[src/rtl/uart_tx.sv]
// rtl/uart_tx.sv - byte-serial 8N1 UART transmitter with holding and shift registers
module uart_tx #(
    parameter int WORD_SIZE    = 8,
    parameter int CLKS_PER_BIT = 1
) (
    input  logic                 clock,
    input  logic                 reset,
    input  logic [WORD_SIZE-1:0] Data_Bus,
    input  logic                 Load_XMT_datareg,
    input  logic                 Byte_ready,
    input  logic                 T_byte,
    output logic                 Serial_out
);

    // clk_count needs at least one bit even when every bit lasts a single clock
    localparam int CNT_W = (CLKS_PER_BIT > 1) ? $clog2(CLKS_PER_BIT) : 1;
    // bit_count must reach WORD_SIZE+1 (start + data + stop)
    localparam int BIT_W = $clog2(WORD_SIZE + 2);

    localparam logic [CNT_W-1:0] CLK_LAST = CNT_W'(CLKS_PER_BIT - 1);
    localparam logic [BIT_W-1:0] BIT_LAST = BIT_W'(WORD_SIZE + 1);

    typedef enum logic [1:0] {
        IDLE    = 2'd0,
        WAITING = 2'd1,
        SENDING = 2'd2
    } state_t;

    state_t state;
    state_t next_state;

    logic [WORD_SIZE-1:0] XMT_datareg;
    logic [WORD_SIZE:0]   XMT_shftreg;
    logic [BIT_W-1:0]     bit_count;
    logic [CNT_W-1:0]     clk_count;

    logic [WORD_SIZE-1:0] shift_src;
    logic                 bit_tick;
    logic                 frame_end;

    logic                 load_shift;
    logic                 start_frame;
    logic                 shift_bit;
    logic                 count_run;

    // A byte presented together with Load_XMT_datareg bypasses the holding register
    assign shift_src = Load_XMT_datareg ? Data_Bus : XMT_datareg;

    // End of the current bit period, and end of the stop bit
    assign bit_tick  = (state == SENDING) && (clk_count == CLK_LAST);
    assign frame_end = bit_tick && (bit_count == BIT_LAST);

    // The line is driven straight from the shift register LSB, so it is glitch-free
    assign Serial_out = XMT_shftreg[0];

    // State register
    always_ff @(posedge clock) begin
        if (!reset) begin
            state <= IDLE;
        end else begin
            state <= next_state;
        end
    end

    // Next-state logic: Byte_ready only matters in IDLE, T_byte only in WAITING
    always_comb begin
        next_state = state;
        case (state)
            IDLE: begin
                if (Byte_ready) begin
                    next_state = WAITING;
                end
            end
            WAITING: begin
                if (T_byte) begin
                    next_state = SENDING;
                end
            end
            SENDING: begin
                if (frame_end) begin
                    next_state = IDLE;
                end
            end
            default: next_state = IDLE;
        endcase
    end

    // Output decode: datapath strobes for the current state
    always_comb begin
        load_shift  = 1'b0;
        start_frame = 1'b0;
        shift_bit   = 1'b0;
        count_run   = 1'b0;
        case (state)
            IDLE: begin
                load_shift = Byte_ready;
            end
            WAITING: begin
                start_frame = T_byte;
            end
            SENDING: begin
                count_run = 1'b1;
                shift_bit = bit_tick && !frame_end;
            end
            default: begin
                load_shift = 1'b0;
            end
        endcase
    end

    // Holding register: writable in any state, never touches the shifter
    always_ff @(posedge clock) begin
        if (!reset) begin
            XMT_datareg <= '0;
        end else if (Load_XMT_datareg) begin
            XMT_datareg <= Data_Bus;
        end
    end

    // Shift register: load with a high LSB, drop the start bit in, then shift ones in from the top
    always_ff @(posedge clock) begin
        if (!reset) begin
            XMT_shftreg <= '1;
        end else if (load_shift) begin
            XMT_shftreg <= {shift_src, 1'b1};
        end else if (start_frame) begin
            XMT_shftreg[0] <= 1'b0;
        end else if (shift_bit) begin
            XMT_shftreg <= {1'b1, XMT_shftreg[WORD_SIZE:1]};
        end
    end

    // Bit timing: clk_count paces each bit, bit_count tracks position in the frame
    always_ff @(posedge clock) begin
        if (!reset) begin
            bit_count <= '0;
            clk_count <= '0;
        end else if (start_frame) begin
            bit_count <= '0;
            clk_count <= '0;
        end else if (count_run) begin
            if (clk_count == CLK_LAST) begin
                clk_count <= '0;
                if (frame_end) begin
                    bit_count <= '0;
                end else begin
                    bit_count <= bit_count + 1'b1;
                end
            end else begin
                clk_count <= clk_count + 1'b1;
            end
        end
    end

endmodule

[config.mk]
export PLATFORM = sky130hd
export DESIGN_NAME = uart_tx
export DESIGN_NICKNAME = d
export VERILOG_FILES = /design/src/rtl/uart_tx.sv
export SDC_FILE = /design/constraint.sdc
export NUM_CORES = 1
export LEC_CHECK = 0
export CAP_MARGIN = 30
export CORE_AREA = 2 2 52 54
export CTS_CLUSTER_DIAMETER = 200
export DETAILED_ROUTE_END_ITERATION = 8
export DIE_AREA = 0 0 54 56
export PLACE_DENSITY = 0.77
export SLEW_MARGIN = 20
export SYNTH_ARGS = -nofsm -noshare
export SYNTH_HDL_FRONTEND = slang
export SYNTH_SLANG_ARGS = --single-unit
export TNS_END_PERCENT = 30
[constraint.sdc]
create_clock -name clock -period 2.35 [get_ports clock]
set_input_delay 0.3525 -clock clock [delete_from_list [all_inputs] [get_ports clock]]
set_output_delay 0.3525 -clock clock [all_outputs]
set_load 0.05 [all_outputs]
Word-level counts from Yosys, hierarchy flattened
Cells that the tools add are included.
{"block": "op_classes", "addsub": 2, "shift": 0, "n_eq_ne": 7, "magnitude_cmp": 0, "mul": 0, "reduce_logical": 12, "bitwise": 2, "muxes": 15, "n_div": 0}
{"op": "9-bit two-way mux", "count": 2}
{"op": "8-bit two-way mux", "count": 2}
{"op": "2-bit inequality test, second input constant", "count": 4}
{"op": "1-bit two-way mux", "count": 6}
{"op": "2-bit two-way mux", "count": 3}
{"op": "2-bit one-hot mux with 3 select lines", "count": 1}
{"op": "4-bit by 1-bit adder with 4-bit output, second input constant", "count": 1}
{"op": "4-bit equality test, second input constant", "count": 1}
{"op": "4-bit two-way mux", "count": 1}
{"op": "2-bit AND reduction", "count": 2}
{"op": "2-bit nonzero test", "count": 2}
{"op": "2-bit OR reduction", "count": 2}
{"op": "1-bit logical AND", "count": 3}
{"op": "3-bit AND reduction", "count": 1}
{"op": "2-bit by 1-bit equality test with 1-bit output, second input constant", "count": 1}
{"op": "2-bit equality test, second input constant", "count": 1}
{"op": "2-bit logical NOT", "count": 1}
{"op": "1-bit inverter", "count": 2}
{"op": "1-bit adder, second input constant", "count": 1}
{"op": "1-bit logical NOT", "count": 1}
{"block": "totals", "n_memories": 0, "in_bits": 13, "rom_bits": 0, "ram_bits": 0, "output_inout_bits": 1, "regBits": 24, "latch_bits": 0}

Logic depth before layout (Yosys ltp)
Gate-level depths: netlist (run 1).
{"block": "logic_depth", "ltp_word": 9, "ltp_mapped": 7, "mapped_depth_nobuf": 5}

Worst setup path before layout (run 1)
No wires, ideal clock.
{"block": "synth_timing", "path_kind": "register to register", "start": "reg bit_count[1]", "end": "reg XMT_shftreg[1]", "path_slack_ns": 0.706, "stages_incl_launch_ff": 8, "setup_ns": 0.093, "period_less_slack_ns": 1.644, "required_ns": 2.257, "arrival_ns": 1.551, "cell_sequence": "dfxtp_1 inv_1 ha_1 and4b_1 buf_6 or2_1 buf_6 o311ai_2"}
{"block": "synth_via", "elab_chain_len": 7}
{"item": "start, declared", "line_no": "34", "text": "logic [BIT_W-1:0] bit_count;"}
{"item": "start signal, assigned", "line_no": "147", "text": "bit_count <= bit_count + 1'b1;"}
{"item": "4-bit equality test", "line_no": "51", "text": "assign frame_end = bit_tick && (bit_count == BIT_LAST);"}
{"item": "1-bit logical AND", "line_no": "51"}
{"item": "1-bit logical NOT", "line_no": "103", "text": "shift_bit = bit_tick && !frame_end;"}
{"item": "1-bit logical AND", "line_no": "103"}
{"item": "1-bit two-way mux", "line_no": "94", "text": "case (state)"}
{"item": "2-bit nonzero test (no line)"}
{"item": "2-bit AND reduction (no line)"}
{"item": "end signal, assigned", "line_no": "125", "text": "XMT_shftreg <= {shift_src, 1'b1};"}
{"item": "end signal, assigned", "line_no": "129", "text": "XMT_shftreg <= {1'b1, XMT_shftreg[WORD_SIZE:1]};"}
{"item": "end, declared", "line_no": "33", "text": "logic [WORD_SIZE:0] XMT_shftreg;"}
Every way passes these cells.
A chain may end at the register's enable or synchronous reset.

Worst setup path in the final report (run 1)
{"block": "layout_timing", "start": "reg bit_count[1]", "end": "reg XMT_shftreg[6]"}
The elaborated chain is that of the path after synthesis.

==> impl_metrics.tcl, run 1 <==
set metrics [dict create \
    outcome "finished clean" \
    vias_per_cell 5.36 \
    die_h_um 56 \
    crit_type "register to register" \
    start_kind "register" \
    area_delta_synth_final_pct 17.0 \
    ff_latch_area_um2 460 \
    grt_start_max_net_pins 16 \
    clock_skew_ps 2.59 \
    yosys_warnings 0 \
    cp_max_fo 9 \
    yosysTopAreaCellShare_pct 43.0 \
    nets 142 \
    drc 0 \
    synthCells 111 \
    num_antenna_cells 0 \
    overflow 0 \
    ys_seq_elements 23 \
    crit_family "simple AND/OR/NAND/NOR gates" \
    htree_levels 1 \
    vias 836 \
    worst_r2r_startpoint "bit_count[1]$_SDFFE_PP0N_" \
    grt_pass1_vias 794 \
    cts_tree "built" \
    holdWs_ps 504 \
    drtIter0Drc 11 \
    drtAntennaViolNets 0 \
    ys_seq_area_share_pct 43.0 \
    io_buffers 13 \
    post_cts_resized 0 \
    ys.flop_type "dfxtp_1" \
    place.gp.congestion 0.791 \
    cts_buffers 3 \
    yosysMostFrequentCell "dfxtp_1" \
    max_freq_mhz 547 \
    die_area_mm2 0.00302 \
    postSynthAreaPerCell_um2 9.64 \
    period_share_pct 77.8 \
    cts_setup_buffers 0 \
    antenna_found_initial 0 \
    arrival_ps 2050 \
    die-width_um 54 \
    powerDensity_mw_per_mm2 601 \
    ir_drop_mv 0.420 \
    cts_sinks 23 \
    crit_buf_inv 1 \
    worst_slew_pin_slew_ps 492 \
    holdCritPathClass "register to register" \
    cpMaxStageDelayCell "dfxtp_1" \
    drv_slew 0 \
    fp.coreArea_mm2 0.00243 \
    path_cells "inv_1 -> ha_1 -> and4b_1 -> or2_1 -> o311ai_2" \
    reg2reg_to "XMT_shftreg[6]$_SDFFE_PN1P_" \
    critPathMaxStageDelay_ps 420 \
    leakage_uw 0.000466 \
    hold_buffers 0 \
    r2r_slack_ps 520 \
    wl_um 1940 \
    hold_end "XMT_datareg[3]$_SDFF_PN0_" \
    synth-edff-count 0 \
    hold_viol_final 0 \
    clk_latency_ps 300 \
    fin_crit_ps 1830 \
    first_pass_iters 4 \
    whs_path_depth 2 \
    maxCapViolCount 0 \
    clk_path_buf_depth 2 \
    netlist_top_cells_area "dfxtp_1, o311ai_2, mux2i_1, nor2_1, o21ai_0" \
    rsz0062_at_grt "no" \
    endpoint_kind "register" \
    place_hpwl_um 1490 \
    initial_core_util_pct 44.0 \
    required_ps 2570 \
    cts_root_buf "clkbuf_4" \
    synth_cell_types 33 \
    fill_cells 230 \
    syn_area_mm2 0.00107 \
    synth_nets 126 \
    maxSlewHeadroom_pct 67.1 \
    grt_pass1_wl_um 3480 \
    ios 14 \
    path_clk_slew_ps 130 \
    synthArstFlopShare_pct 0 \
    reg2regPathDepth 5 \
    hp-start "XMT_datareg[3]$_SDFF_PN0_" \
    yosys.area.top_type "dfxtp_1" \
    setup_viol 0 \
    setup_tns_ps 0 \
    drive_above_1_share_pct 11.1 \
    wire_per_inst_um 12.4 \
    grtUsageTotal_pct 15.0 \
    row_count 18 \
    multi_input_area_um2 558 \
    synthTopCellsByCount "dfxtp_1, nor2_1, o21ai_0" \
]
-- area by class of cell --
class                           count  area share (%)
Sequential cell                    23            36.8
Multi-Input combinational cell     79            44.6
Clock inverter                      1           0.400
Inverter                            4            1.20
Tap cell                           30            3.00
Timing Repair Buffer               16            12.2
Clock buffer                        3            1.80
-- cells by family after synthesis --
family	Yosys count	share of synthesized area (%)
AOI/OAI and AO/OA	30	22.8
and+or+nand+nor	38	18.5
DFF	23	43.0
adders and majority gates	2	2.34
muxes	9	8.54
buffers and inverters	9	4.79
-- layer usage --
metal	share of wire, %	track usage, %	vias to the layer above
li1	-	-	427
met1	47	19.9	397
met2	49	23.9	10
met3	3.0	3.49	2
met4	0.67	4.29	0
met5	0	0	-
-- tightest hold or removal path, cell delays in order, from the launching register on --
cell and delay (ps):
dfxtp_1 330, mux2i_1 70, nor2_1 80
-- cell usage in the layout (no fill, tap or decap), types with 2 or more instances in the layout --
master           count
o311ai_2             6
buf_4                3
o21ai_0              9
clkdlybuf4s50_1     13
nor2_1              14
mux2i_1              8
nand2_1              5
nand3b_1             2
a21oi_1              5
and2_1               7
or3_1                2
inv_1                3
dfxtp_1             23
ha_1                 2
clkbuf_4             3
nand3_1              2
o21bai_1             2
-- worst max path at each step --
stage | from | endpoint | slack (ps) | cells past startpoint
6_report | bit_count[1]$_SDFFE_PP0N_ | XMT_shftreg[6]$_SDFFE_PN1P_ | 520 | 5
3_3_place_gp | Load_XMT_datareg | XMT_shftreg[7]$_SDFFE_PN1P_ | 520 | 4
2_1_floorplan | bit_count[1]$_SDFFE_PP0N_ | XMT_shftreg[1]$_SDFFE_PN1P_ | 710 | 7
5_1_grt | bit_count[1]$_SDFFE_PP0N_ | XMT_shftreg[6]$_SDFFE_PN1P_ | 390 | 5
3_5_place_dp | Load_XMT_datareg | XMT_shftreg[7]$_SDFFE_PN1P_ | 460 | 4
4_1_cts | bit_count[1]$_SDFFE_PP0N_ | XMT_shftreg[6]$_SDFFE_PN1P_ | 520 | 5
-- stage by stage --
stage | setup WS (ps) | cell area (um2) | cells | utilization [%] | total power [uW]
after floorplan | 706 | 1070 | 111 | - | 537
after global placement | 516 | 1220 | 152 | 50.3 | 576
after detailed placement | 462 | 1220 | 152 | 50.3 | 582
after CTS | 516 | 1250 | 156 | 51.4 | 764
after global routing | 392 | 1250 | 156 | 51.4 | 800
final | 521 | 1250 | 156 | 51.4 | 752
-- registers in the layout (all words and copies together) (netlist names) --
register     count
bit_count        4
state            2
XMT_shftreg      9
XMT_datareg      8
-- where the power goes --
| group | switching (uW) | internal, uW |
|---|---|---|
| Sequential | 14.9 | 418 |
| Clock | 116 | 63.4 |
| Combinational | 70.6 | 68.7 |
(Power assumes the default switching activity.)
==> run 2, diff against run 1 <==
--- a/config.mk
+++ b/config.mk
@@ -10,7 +10,7 @@
 export CTS_CLUSTER_DIAMETER = 200
 export DETAILED_ROUTE_END_ITERATION = 8
 export DIE_AREA = 0 0 54 56
-export PLACE_DENSITY = 0.77
+export PLACE_DENSITY = 0.79
 export SLEW_MARGIN = 20
 export SYNTH_ARGS = -nofsm -noshare
 export SYNTH_HDL_FRONTEND = slang
==> constraint.sdc (replaced) <==
create_clock -name clock -period 1.6 [get_ports clock]
set_input_delay 0.24 -clock clock [delete_from_list [all_inputs] [get_ports clock]]
set_output_delay 0.24 -clock clock [all_outputs]
set_load 0.05 [all_outputs]
==> impl_metrics.tcl, run 2 (synthesis results as in run 1) <==
set metrics [dict create \
    place.gp.congestion 0.745 \
    arrival_ps 1740 \
    critPathMaxStageDelay_ps 390 \
    required_ps 1830 \
    antenna_found_initial 0 \
    start_kind "register" \
    die-width_um 54 \
    initial_core_util_pct 44.0 \
    drive_above_1_share_pct 17.4 \
    cpMaxStageDelayCell "dfxtp_4" \
    dr.max_layer_used "met4" \
    fill_cells 226 \
    grt_pass1_wl_um 3480 \
    drtAntennaViolNets 0 \
    nets 148 \
    top_register "XMT_shftreg" \
    wl_met3_um 59 \
    path_clk_slew_ps 130 \
    cts_root_buf "clkbuf_4" \
    wl_met2_um 945 \
    whs_path_depth 2 \
    clk_latency_ps 310 \
    max_freq_mhz 663 \
    drc 0 \
    switching_share_pct 26.9 \
    p_int_uw 820 \
    power_switching_uw 302 \
    worst_slew_pin_slew_ps 346 \
    cts_tree "built" \
    power_frac_comb_pct 19.2 \
    row_count 18 \
    wl_um 2000 \
    ios 14 \
    reg2regPathDepth 5 \
    path_cells "inv_1 -> ha_2 -> and4b_1 -> or2_4 -> o311ai_2" \
    holdWs_ps 501 \
    die_area_mm2 0.00302 \
    place_inst 158 \
    grtUsageTotal_pct 15.2 \
    cts_sinks 23 \
    ir_drop_mv 0.580 \
    layout_commonest_cell "dfxtp_1" \
    period_share_pct 94.2 \
    crit_family "simple AND/OR/NAND/NOR gates" \
    htree_levels 1 \
    place_hpwl_um 1480 \
    dpl_cell_area_mm2 0.00127 \
    vias_per_cell 5.22 \
    endpoint_kind "register" \
    crit_buf_inv 1 \
    clock_skew_ps 5.87 \
    grt_start_max_net_pins 16 \
    grt_pass1_vias 820 \
    cp.depth 5 \
    reg_top3 "XMT_shftreg: 9 flops, XMT_datareg: 8 flops, bit_count: 4 flops" \
    crit_type "register to register" \
    overflow 0 \
    die_h_um 56 \
    area_delta_synth_final_pct 21.6 \
    pwr-share-clk_pct 24.4 \
    wire_per_inst_um 12.3 \
    num_antenna_cells 0 \
    layout_common_cells "dfxtp_1, nor2_1, clkdlybuf4s50_1, buf_4, o21ai_0" \
    clk_path_buf_depth 2 \
    maxCapViolCount 0 \
    pwr-share-seq_pct 56.4 \
    rsz0062_at_grt "no" \
    setup_viol 0 \
    fin_area_mm2 0.00130 \
    vias 846 \
    holdCritPathClass "register to register" \
    fin_crit_ps 1510 \
    fp.coreArea_mm2 0.00243 \
    hold_viol_final 0 \
    drv_slew 0 \
    outcome "finished clean" \
    drtIter0Drc 13 \
    stdcell_count 162 \
    hold_buffers 0 \
    largest_register_ffs 9 \
    cts_buffers 3 \
    drt-met1-wl_um 954 \
    cp_max_fo 7 \
    first_pass_iters 4 \
    powerDensity_mw_per_mm2 863 \
    leakage_uw 0.000495 \
    maxSlewHeadroom_pct 76.3 \
    io_buffers 13 \
]
==> run 2: cell types whose count changed in the layout (fill, tap and decap cells not counted), sizes merged <==
| cell | before | now |
|---|---|---|
| buf | 3 | 10 |
| clkdlybuf4s50 | 13 | 12 |
| clkinv | 2 | 1 |
| clkbuf | 3 | 4 |
==> run 2: timing repair <==
action / in CTS / in global routing
endpoints found under the setup margin: 5 / 3
pin swaps: 0 / 0
setup buffers: 0 / 0
gates resized for setup: 1 / 1
==> run 2: cell type report <==
cell class / instances / area (um2) / area share, %
inverter: 4 / 15.0 / 1.15
clock buffer: 4 / 26.3 / 2.02
sequential: 23 / 464 / 35.7
tap: 30 / 37.5 / 2.88
multi-input combinational: 79 / 563 / 43.3
timing repair buffer: 22 / 195 / 15.0
==> run 2: metal layers <==
metal	vias up	GRT usage (%)
li1	440	-
met3	4	2.42
met2	11	24.4
met5	-	0
met1	391	19.3
met4	0	7.50
==> run 2: power by group through the flow <==
stage / clock [uW] / combinational (uW) / sequential [uW]
after detailed placement: 0 / 214 / 647
after floorplan: 0 / 140 / 649
after global routing: 295 / 240 / 638
final: 273 / 216 / 633
after CTS: 283 / 217 / 635
after global placement: 0 / 208 / 646
==> run 2: through the flow <==
stage	power (uW)	TNS [ps]	setup slack (ps)	utilization, %
finish	1120	0	92.5	53.5
floorplan	789	0	27.5	-
global route	1170	0	4.23	53.5
CTS	1130	0	72.4	53.4
global placement	854	0	37.1	52.2
detailed placement	862	-11.1	-11.1	52.2
==> run 2: worst paths after layout <==
check                                                    to  slack, ps                      start
worst max-delay path            XMT_shftreg[6]$_SDFFE_PN1P_         90  bit_count[1]$_SDFFE_PP0N_
worst min-delay path              XMT_datareg[1]$_SDFF_PN0_        500  XMT_datareg[1]$_SDFF_PN0_
worst max register to register  XMT_shftreg[6]$_SDFFE_PN1P_         90  bit_count[1]$_SDFFE_PP0N_
worst min register to register    XMT_datareg[1]$_SDFF_PN0_        500  XMT_datareg[1]$_SDFF_PN0_
==> run 2: worst register-to-register path: cells and delay by family (launching register included) <==
kind | cells | cell delay [ps]
adders and majority gates | 1 | 190
buffers and inverters | 1 | 50
and+or+nand+nor | 2 | 530
DFF | 1 | 390
AOI/OAI and AO/OA | 1 | 280
==> run 3, diff against run 2 <==
--- a/config.mk
+++ b/config.mk
@@ -8,9 +8,10 @@
 export CAP_MARGIN = 30
 export CORE_AREA = 2 2 52 54
 export CTS_CLUSTER_DIAMETER = 200
+export CTS_CLUSTER_SIZE = 28
 export DETAILED_ROUTE_END_ITERATION = 8
 export DIE_AREA = 0 0 54 56
-export PLACE_DENSITY = 0.79
+export PLACE_DENSITY = 0.77
 export SLEW_MARGIN = 20
 export SYNTH_ARGS = -nofsm -noshare
 export SYNTH_HDL_FRONTEND = slang
==> constraint.sdc (replaced) <==
create_clock -name clock -period 1.9 [get_ports clock]
set_input_delay 0.285 -clock clock [delete_from_list [all_inputs] [get_ports clock]]
set_output_delay 0.285 -clock clock [all_outputs]
set_load 0.05 [all_outputs]
==> impl_metrics.tcl, run 3 (synthesis results as in run 1) <==
set metrics [dict create \
    start_kind "register" \
    path_cells "clkdlybuf4s50_1" \
    layout_commonest_cell "dfxtp_1" \
    cts_root_buf "clkbuf_4" \
    holdCritPathClass "register to register" \
    arrival_ps 1480 \
    io_buffers 13 \
    grtUsageTotal_pct 15.5 \
    required_ps 1620 \
    pwr-share-clk_pct 24.1 \
    cts_tree "built" \
    ir_drop_mv 0.503 \
    top_register "XMT_shftreg" \
    cts_setup_buffers 0 \
    maxSlewHeadroom_pct 67.4 \
    path_clk_slew_ps 130 \
    largest_register_ffs 9 \
    hold_viol_final 0 \
    setup_tns_ps 0 \
    vias_per_cell 5.43 \
    drtAntennaViolNets 0 \
    maxCapViolCount 0 \
    hp-start "XMT_datareg[7]$_SDFF_PN0_" \
    clk_path_buf_depth 2 \
    switching_share_pct 26.8 \
    max_freq_mhz 566 \
    row_count 18 \
    reg_top3 "XMT_shftreg: 9 flops, XMT_datareg: 8 flops, bit_count: 4 flops" \
    fin_crit_ps 1770 \
    leakage_uw 0.000479 \
    fp.coreArea_mm2 0.00243 \
    drv_slew 0 \
    outcome "finished clean" \
    startpoint "XMT_shftreg[0]$_SDFFE_PP1P_" \
    grt_start_max_net_pins 16 \
    clock_skew_ps 3.49 \
    powerDensity_mw_per_mm2 736 \
    drc 0 \
    die_area_mm2 0.00302 \
    post_cts_resized 0 \
    rsz0062_at_grt "no" \
    vias 863 \
    wl_um 1990 \
    crit_buf_inv 1 \
    power_frac_comb_pct 18.7 \
    crit_type "register to output pin" \
    first_pass_iters 4 \
    drtIter0Drc 28 \
    setup_viol 0 \
    p_int_uw 686 \
    critPathMaxStageDelay_ps 810 \
    area_delta_synth_final_pct 18.9 \
    wire_per_inst_um 12.5 \
    endpoint_kind "output pin" \
    cts_sinks 23 \
    place_hpwl_um 1500 \
    num_antenna_cells 0 \
    drive_above_1_share_pct 12.4 \
    antenna_found_initial 0 \
    ios 14 \
    die-width_um 54 \
    hold_buffers 0 \
    worst_r2r_startpoint "bit_count[1]$_SDFFE_PP0N_" \
    clk_latency_ps 310 \
    place.gp.congestion 0.821 \
    period_share_pct 92.9 \
    fin_util_pct 52.3 \
    die_h_um 56 \
    cpMaxStageDelayCell "clkdlybuf4s50_1" \
    nets 145 \
    grt_pass1_vias 793 \
    layout_common_cells "dfxtp_1, nor2_1, clkdlybuf4s50_1, o21ai_0, mux2i_1" \
    initial_core_util_pct 44.0 \
    power_switching_uw 251 \
    cp_max_fo 2 \
    crit_family "buffers and inverters" \
    worst_slew_pin_slew_ps 487 \
    grt_pass1_wl_um 3550 \
    cts_buffers 3 \
    htree_levels 1 \
    pwr-share-seq_pct 57.1 \
    overflow 0 \
]
-- run 3: metrics by stage --
stage               setup WS (ps)  cell area (um2)  hold WS, ps  cells  power, uW
detailed placement            208             1250          490    155        722
floorplan                     256             1070          402    111        664
CTS                           139             1270          519    159        942
finish                        135             1270          516    159        937
global placement              250             1250          473    155        716
global route                 54.9             1270          544    159        980
-- run 3: final cells by class --
type	count	area [um2]
clock buffer	4	26.3
fill	228	1160
inverter	4	15.0
multi-input combinational	79	558
sequential	23	460
tap	30	37.5
timing repair buffer	19	175
-- run 3: power by group through the flow --
stage / combinational [uW] / clock (uW) / sequential (uW)
floorplan: 118 / 0 / 546
global placement: 171 / 0 / 545
detailed placement: 176 / 0 / 546
CTS: 176 / 231 / 535
global route: 196 / 246 / 539
finish: 176 / 226 / 535
-- run 3: worst paths after layout --
path                                       to  slack, ps  cells after the start
setup / recovery                   Serial_out        130                      1
hold / removal      XMT_datareg[7]$_SDFF_PN0_        520                      2
setup reg to reg  XMT_shftreg[1]$_SDFFE_PN1P_        180                      5
hold reg to reg     XMT_datareg[7]$_SDFF_PN0_        520                      2
-- run 3: routing by layer --
layer / up-vias / GRT usage, % / wire length [um]
li1: 437 / - / -
met1: 410 / 22.2 / 951
met2: 14 / 22.3 / 948
met3: 2 / 2.42 / 69
met4: 0 / 7.14 / 21
met5: - / 0 / 0
